==> src/rtl/ttt_game_ctrl.sv <==
// Tic-tac-toe game sequencer: board, cursor, turn and result state feeding the VGA path.
// Latency: cursor moves next cycle; a placed mark shows next cycle, result 9 cycles after placement.
// Backpressure: none; buttons are ignored while busy (CHECK) and dropped, never queued.
// Optional TTT_FRAME_SYNC_EN: sw, cell_select_flag and win_flag are shadowed and updated on frame_tick.
module ttt_game_ctrl #(
  parameter int CURSOR_RESET = 4,
  parameter int FIRST_PLAYER = 1,
  parameter int AUTO_RESTART = 0
) (
  input  logic        clk25,
  input  logic        reset,
  input  logic        frame_tick,
  input  logic        btn_up,
  input  logic        btn_down,
  input  logic        btn_left,
  input  logic        btn_right,
  input  logic        btn_place,
  output logic [17:0] sw,
  output logic [8:0]  cell_select_flag,
  output logic [1:0]  win_flag,
  output logic        turn,
  output logic        busy
);

  typedef enum logic [1:0] {S_PLAY, S_CHECK, S_OVER} state_t;

  localparam logic [1:0] ROW_RST  = 2'(CURSOR_RESET / 3);
  localparam logic [1:0] COL_RST  = 2'(CURSOR_RESET % 3);
  localparam logic       TURN_RST = (FIRST_PLAYER == 2);
  localparam logic [7:0] TICK_LAST = 8'(AUTO_RESTART - 1);

  state_t      state, state_nxt;
  logic [17:0] board;
  logic [1:0]  cur_row, cur_col;
  logic        turn_q;
  logic [3:0]  move_cnt;
  logic [2:0]  line_idx;
  logic        win_seen;
  logic [1:0]  win_q;
  logic [7:0]  tick_cnt;

  logic [3:0]  cur_idx;
  logic [1:0]  pcode;
  logic [1:0]  cell_cur;
  logic [11:0] line_sel;
  logic        line_hit;
  logic        auto_hit;

  // FSM strobes consumed by the datapath
  logic do_place, do_restart, mv_up, mv_down, mv_left, mv_right;
  logic end_win, end_draw, end_next;

  // Cells {a,b,c} of each win line: rows, columns, diagonal, anti-diagonal
  function automatic logic [11:0] line_cells(input logic [2:0] idx);
    case (idx)
      3'd0:    line_cells = {4'd0, 4'd1, 4'd2};
      3'd1:    line_cells = {4'd3, 4'd4, 4'd5};
      3'd2:    line_cells = {4'd6, 4'd7, 4'd8};
      3'd3:    line_cells = {4'd0, 4'd3, 4'd6};
      3'd4:    line_cells = {4'd1, 4'd4, 4'd7};
      3'd5:    line_cells = {4'd2, 4'd5, 4'd8};
      3'd6:    line_cells = {4'd0, 4'd4, 4'd8};
      default: line_cells = {4'd2, 4'd4, 4'd6};
    endcase
  endfunction

  assign cur_idx  = ({2'b00, cur_row} * 4'd3) + {2'b00, cur_col};
  assign pcode    = turn_q ? 2'b10 : 2'b01;
  assign cell_cur = board[{cur_idx, 1'b0} +: 2];
  assign line_sel = line_cells(line_idx);
  assign line_hit = (board[{line_sel[11:8], 1'b0} +: 2] == pcode) &&
                    (board[{line_sel[7:4],  1'b0} +: 2] == pcode) &&
                    (board[{line_sel[3:0],  1'b0} +: 2] == pcode);
  // Auto restart fires on the Nth frame tick counted since entering OVER
  assign auto_hit = (AUTO_RESTART > 0) && frame_tick && (tick_cnt == TICK_LAST);

  // State register
  always_ff @(posedge clk25) begin
    if (reset) state <= S_PLAY;
    else       state <= state_nxt;
  end

  // Next-state and datapath strobes; one button acted on per cycle in PLAY
  always_comb begin
    state_nxt  = state;
    do_place   = 1'b0;
    do_restart = 1'b0;
    mv_up      = 1'b0;
    mv_down    = 1'b0;
    mv_left    = 1'b0;
    mv_right   = 1'b0;
    end_win    = 1'b0;
    end_draw   = 1'b0;
    end_next   = 1'b0;
    case (state)
      S_PLAY: begin
        if (btn_place) begin
          // A place on an occupied cell still consumes the cycle
          if (cell_cur == 2'b00) begin
            do_place  = 1'b1;
            state_nxt = S_CHECK;
          end
        end else if (btn_up)    mv_up    = 1'b1;
        else if (btn_down)      mv_down  = 1'b1;
        else if (btn_left)      mv_left  = 1'b1;
        else if (btn_right)     mv_right = 1'b1;
      end
      S_CHECK: begin
        if (line_idx == 3'd7) begin
          if (win_seen || line_hit) begin
            end_win   = 1'b1;
            state_nxt = S_OVER;
          end else if (move_cnt == 4'd9) begin
            end_draw  = 1'b1;
            state_nxt = S_OVER;
          end else begin
            end_next  = 1'b1;
            state_nxt = S_PLAY;
          end
        end
      end
      S_OVER: begin
        if (btn_place || auto_hit) begin
          do_restart = 1'b1;
          state_nxt  = S_PLAY;
        end
      end
      default: state_nxt = S_PLAY;
    endcase
  end

  // Board, cursor, turn, line scan and result registers
  always_ff @(posedge clk25) begin
    if (reset || do_restart) begin
      board    <= '0;
      cur_row  <= ROW_RST;
      cur_col  <= COL_RST;
      turn_q   <= TURN_RST;
      move_cnt <= '0;
      line_idx <= '0;
      win_seen <= 1'b0;
      win_q    <= 2'b00;
      tick_cnt <= '0;
    end else begin
      if (mv_up)    cur_row <= (cur_row == 2'd0) ? 2'd2 : cur_row - 2'd1;
      if (mv_down)  cur_row <= (cur_row == 2'd2) ? 2'd0 : cur_row + 2'd1;
      if (mv_left)  cur_col <= (cur_col == 2'd0) ? 2'd2 : cur_col - 2'd1;
      if (mv_right) cur_col <= (cur_col == 2'd2) ? 2'd0 : cur_col + 2'd1;
      if (do_place) begin
        board[{cur_idx, 1'b0} +: 2] <= pcode;
        if (move_cnt != 4'd9) move_cnt <= move_cnt + 4'd1;
        line_idx <= '0;
        win_seen <= 1'b0;
      end
      if (state == S_CHECK) begin
        line_idx <= line_idx + 3'd1;
        win_seen <= win_seen | line_hit;
      end
      if (end_win)  win_q <= pcode;
      if (end_draw) win_q <= 2'b11;
      if (end_next) turn_q <= ~turn_q;
      if (end_win || end_draw) tick_cnt <= '0;
      else if (state == S_OVER && frame_tick && tick_cnt != 8'hFF)
        tick_cnt <= tick_cnt + 8'd1;
    end
  end

  assign turn = turn_q;
  assign busy = (state == S_CHECK);

`ifdef TTT_FRAME_SYNC_EN
  logic [17:0] sw_shd;
  logic [8:0]  sel_shd;
  logic [1:0]  win_shd;

  // Display shadows refresh only at vertical blanking to avoid tearing
  always_ff @(posedge clk25) begin
    if (reset) begin
      sw_shd  <= '0;
      sel_shd <= 9'(1) << CURSOR_RESET;
      win_shd <= 2'b00;
    end else if (frame_tick) begin
      sw_shd  <= board;
      sel_shd <= 9'(1) << cur_idx;
      win_shd <= win_q;
    end
  end

  assign sw               = sw_shd;
  assign cell_select_flag = sel_shd;
  assign win_flag         = win_shd;
`else
  assign sw               = board;
  assign cell_select_flag = 9'(1) << cur_idx;
  assign win_flag         = win_q;
`endif

endmodule
==> config.mk <==
export PLATFORM = sky130hd
export DESIGN_NAME = ttt_game_ctrl
export DESIGN_NICKNAME = d
export VERILOG_FILES = /design/src/rtl/ttt_game_ctrl.sv
export SDC_FILE = /design/constraint.sdc
export NUM_CORES = 1
export LEC_CHECK = 0
export ABC_AREA = 1
export CAP_MARGIN = 20
export CORE_UTILIZATION = 51
export CTS_CLUSTER_SIZE = 8
export DETAILED_ROUTE_END_ITERATION = 10
export PLACE_DENSITY = 0.75
export SLEW_MARGIN = 10
export SYNTH_ARGS = -nofsm -noshare
export SYNTH_HDL_FRONTEND = slang
export SYNTH_SLANG_ARGS = --single-unit
==> constraint.sdc <==
create_clock -name clk25 -period 2.8 [get_ports clk25]
set_input_delay 0.28 -clock clk25 [delete_from_list [all_inputs] [get_ports clk25]]
set_output_delay 0.28 -clock clk25 [all_outputs]
set_load 0.05 [all_outputs]
==> impl_results.md <==
- Status: finished with violations
- Failing checks: negative setup slack
- RSZ-0062 raised after global routing: yes
- Num ports: 39
- Worst setup slack after layout: -0.110 ns
- Hold Buf Count CTS: 0
- Clk sinks: 35
- Vias in the first global route: ~3k
- Antenna-violating nets left: 0
- Port bufs: 37
- Fin nets: about 550
- Gr usage total: 28.2%
- YS warnings: 0
- Hold Violations, Final: 0
- Synthesized Nets: between 400 and 500
- Most frequent cells in the layout: 89 x nand2_1, 55 x nand3_1, 54 x inv_1, 33 x nor2_1, 32 x dfxtp_1
- Final core occ: between 70% and 80%
- Placed Cells: approximately 580
- Post-DR wirelength/cell: 14.3 um
- Core ar.: roughly 0.0056 mm2
- DRT Pass-1 Iters: 5
- Layout cells sized above 1: 23.7%
- Unique masters post-synth: 40
- P per Cell Area: roughly 920 mW/mm2
- Largest net degree at the start of global routing: 19
- Worst Setup End Kind: flop
- Via/cell ratio: between 5 and 6
- Pleak: 1.72 nW
- DRC viols: 0
- Peak supply drop: slightly below 0.7 mV
- Clock Skew: 0.00543 ns
- Mapped Cells: 449
- Die W: about 79 um
- Worst EP arrival: around 3.1 ns
- Initial antenna violation count: 0
- Die Ht: 79.0 um
- Max-Cap Viols: 0
- Hold WC Path Type: reg -> reg
- Global-route wire length before repair: between 10000 and 15000 um
- CTS tree: built
- H-Tree Depth: 2
- Cell area after synthesis: between 0.003 and 0.004 mm2
- Starting density of the core: a little over half
- GPL Wtd Cong: between 0.9 and 1
- Max Slew Vio Count: 0
- Crit path kind: reg -> reg
- Slew @ Worst Pin: a little under 0.8 ns
- Tmin final: just under 3 ns
- DP HPWL: ~6300 um
- Hold depth: 2
- Area share of the largest cell type after synthesis: between 20% and 30%
- Crit path launch type: flop
- Routed via count: about 3.2k
- Slew margin rel.: roughly half
- Yosys reg bits: 35
- Clock Latency Late Sink: 0.29 ns
- WL final: about 8300 um
- Die area: about 0.0062 mm2
- Site Rows: 27
- Most common cell after layout, fill and taps aside: nand2_1
- Clock root buffer: clkbuf_8
- Yosys top cell by area: dfxtp_1
- Finished Layout Cells: between 500 and 600
- Global route overflow: 0
- Layout area overhead: 32.0%
- Antenna Cells: 0
- Initial DRC count: approximately 220
- Clock-pin slew on the worst setup and hold paths: about 0.07 ns
- Tcrit/Tclk final: 104%
- Synth top area cells: dfxtp_1 23%, nand2_1 12%, ha_1 10%
- Max Root-Sink Buffers: 2
- Final setup viols: 25
- CP Data Required Time: 2.98 ns
- Top fanout value on the critical path: 7
- Highest clock rate: between 300 and 400 MHz
- Sequential fraction of the synthesis area: 23.2%
- R2r worst-path depth: 12
- Syn Area/Cell: between 6 and 7 um2
- CTS Buf Count: 5
## sequential cells by signal, summed over array words and instances, names as in the netlist
name and cells:
line_idx 3, state 2, move_cnt 4, cur_row 2, win_seen 1, sw 18
win_flag 2, cur_col 2, turn 1
## repair_timing
action                                 in CTS  in global routing
pin swaps                                   3                  6
gates resized for setup                    10                 30
setup buffers                               0                  0
endpoints found under the hold margin       0                  0
setup endpoints to repair                  30                 34
## stage by stage
step / hold slack [ns] / TNS, ns / instance area (um2) / power (W) / setup WS (ns)
2_1_floorplan: 0.342 / -1.14 / 3060 / 0.00217 / -0.151
3_3_place_gp: 0.449 / -1.01 / 3740 / 0.00292 / -0.0809
3_5_place_dp: 0.451 / -1.93 / 3740 / 0.00298 / -0.131
4_1_cts: 0.466 / -1.88 / 3880 / 0.00345 / -0.115
5_1_grt: 0.501 / -5.94 / 3990 / 0.00392 / -0.263
6_report: 0.462 / -1.67 / 3990 / 0.00366 / -0.110
## final cells by class
| type | instances | area [um2] |
|---|---|---|
| Clock buffer | 6 | 82.6 |
| Clock inverter | 1 | 5.00 |
| Fill cell | 456 | 1620 |
| Inverter | 67 | 259 |
| Multi-Input combinational cell | 337 | 2160 |
| Sequential cell | 35 | 704 |
| Tap cell | 72 | 90.1 |
| Timing Repair Buffer | 65 | 691 |
## where the power goes
group / total (W) / switching [W] / internal, W
Sequential: 0.000614 / 0.0000637 / 0.000550
Combinational: 0.00267 / 0.00161 / 0.00106
Clock: 0.000377 / 0.000184 / 0.000193
## cells by family (layout without fill, tap and decap cells)
kind of cell             count (synthesis)  count (layout)  synth area share [%]
flip-flops                              35              35                  23.2
buffers and inverters                   77             139                  11.1
AND/OR/NAND/NOR                        252             252                  41.2
AO/OA/AOI/OAI                           57              57                  12.6
XOR/XNOR                                 1               1                 0.290
adder cells (fa/ha/maj)                 27              27                  11.7
## per-layer routing
metal	global-route usage, %	up-vias	wire length, um
met5	0	-	0
met4	8.91	0	212
met3	4.83	20	498
met2	48.9	133	3980
met1	35.2	1460	3650
li1	-	1605	-
## critical path, stage by stage (launching register included)
cell     delay [ns]
dfxtp_2        0.33
fa_1           0.54
ha_2           0.18
fa_2           0.48
nor2_1         0.17
inv_1          0.09
o41ai_2        0.42
a21oi_4        0.08
nand2_4        0.09
buf_6          0.12
nor2_4         0.05
o21ai_0        0.19
a21oi_1        0.06
## cells in the mapped netlist
master,instances
o311ai_1,1
clkbuf_1,4
a21oi_4,1
nand4_1,4
inv_6,1
nor4_1,2
nand2_4,9
and3b_1,1
nand3_1,59
nor2_4,4
inv_1,58
o21ai_0,7
nor3_1,20
inv_2,6
buf_6,3
o211ai_1,6
nand2_1,94
o221ai_1,2
nor2_1,40
ha_1,25
o31ai_1,2
nand3_2,4
o21ai_4,1
o41ai_2,1
clkinv_1,2
xnor2_1,1
o22ai_1,1
a211oi_1,4
fa_1,2
dfxtp_1,35
nand2_2,2
nor3_4,1
o21ai_2,1
nor2_2,3
a21oi_1,26
buf_2,2
buf_12,1
a21oi_2,4
nand3b_1,8
or2_2,1
## final timing paths
path / startpoint / end / slack, ns
worst min register to register: win_flag[0]$_SDFFE_PP0P_ / win_flag[0]$_SDFFE_PP0P_ / 0.46
worst max-delay path: cur_row[0]$_SDFFE_PP1P_ / move_cnt[1]$_SDFFE_PP0P_ / -0.11
worst min-delay path: win_flag[0]$_SDFFE_PP0P_ / win_flag[0]$_SDFFE_PP0P_ / 0.46
worst max register to register: cur_row[0]$_SDFFE_PP1P_ / move_cnt[1]$_SDFFE_PP0P_ / -0.11
No activity file was read; power rests on OpenSTA's default activity.
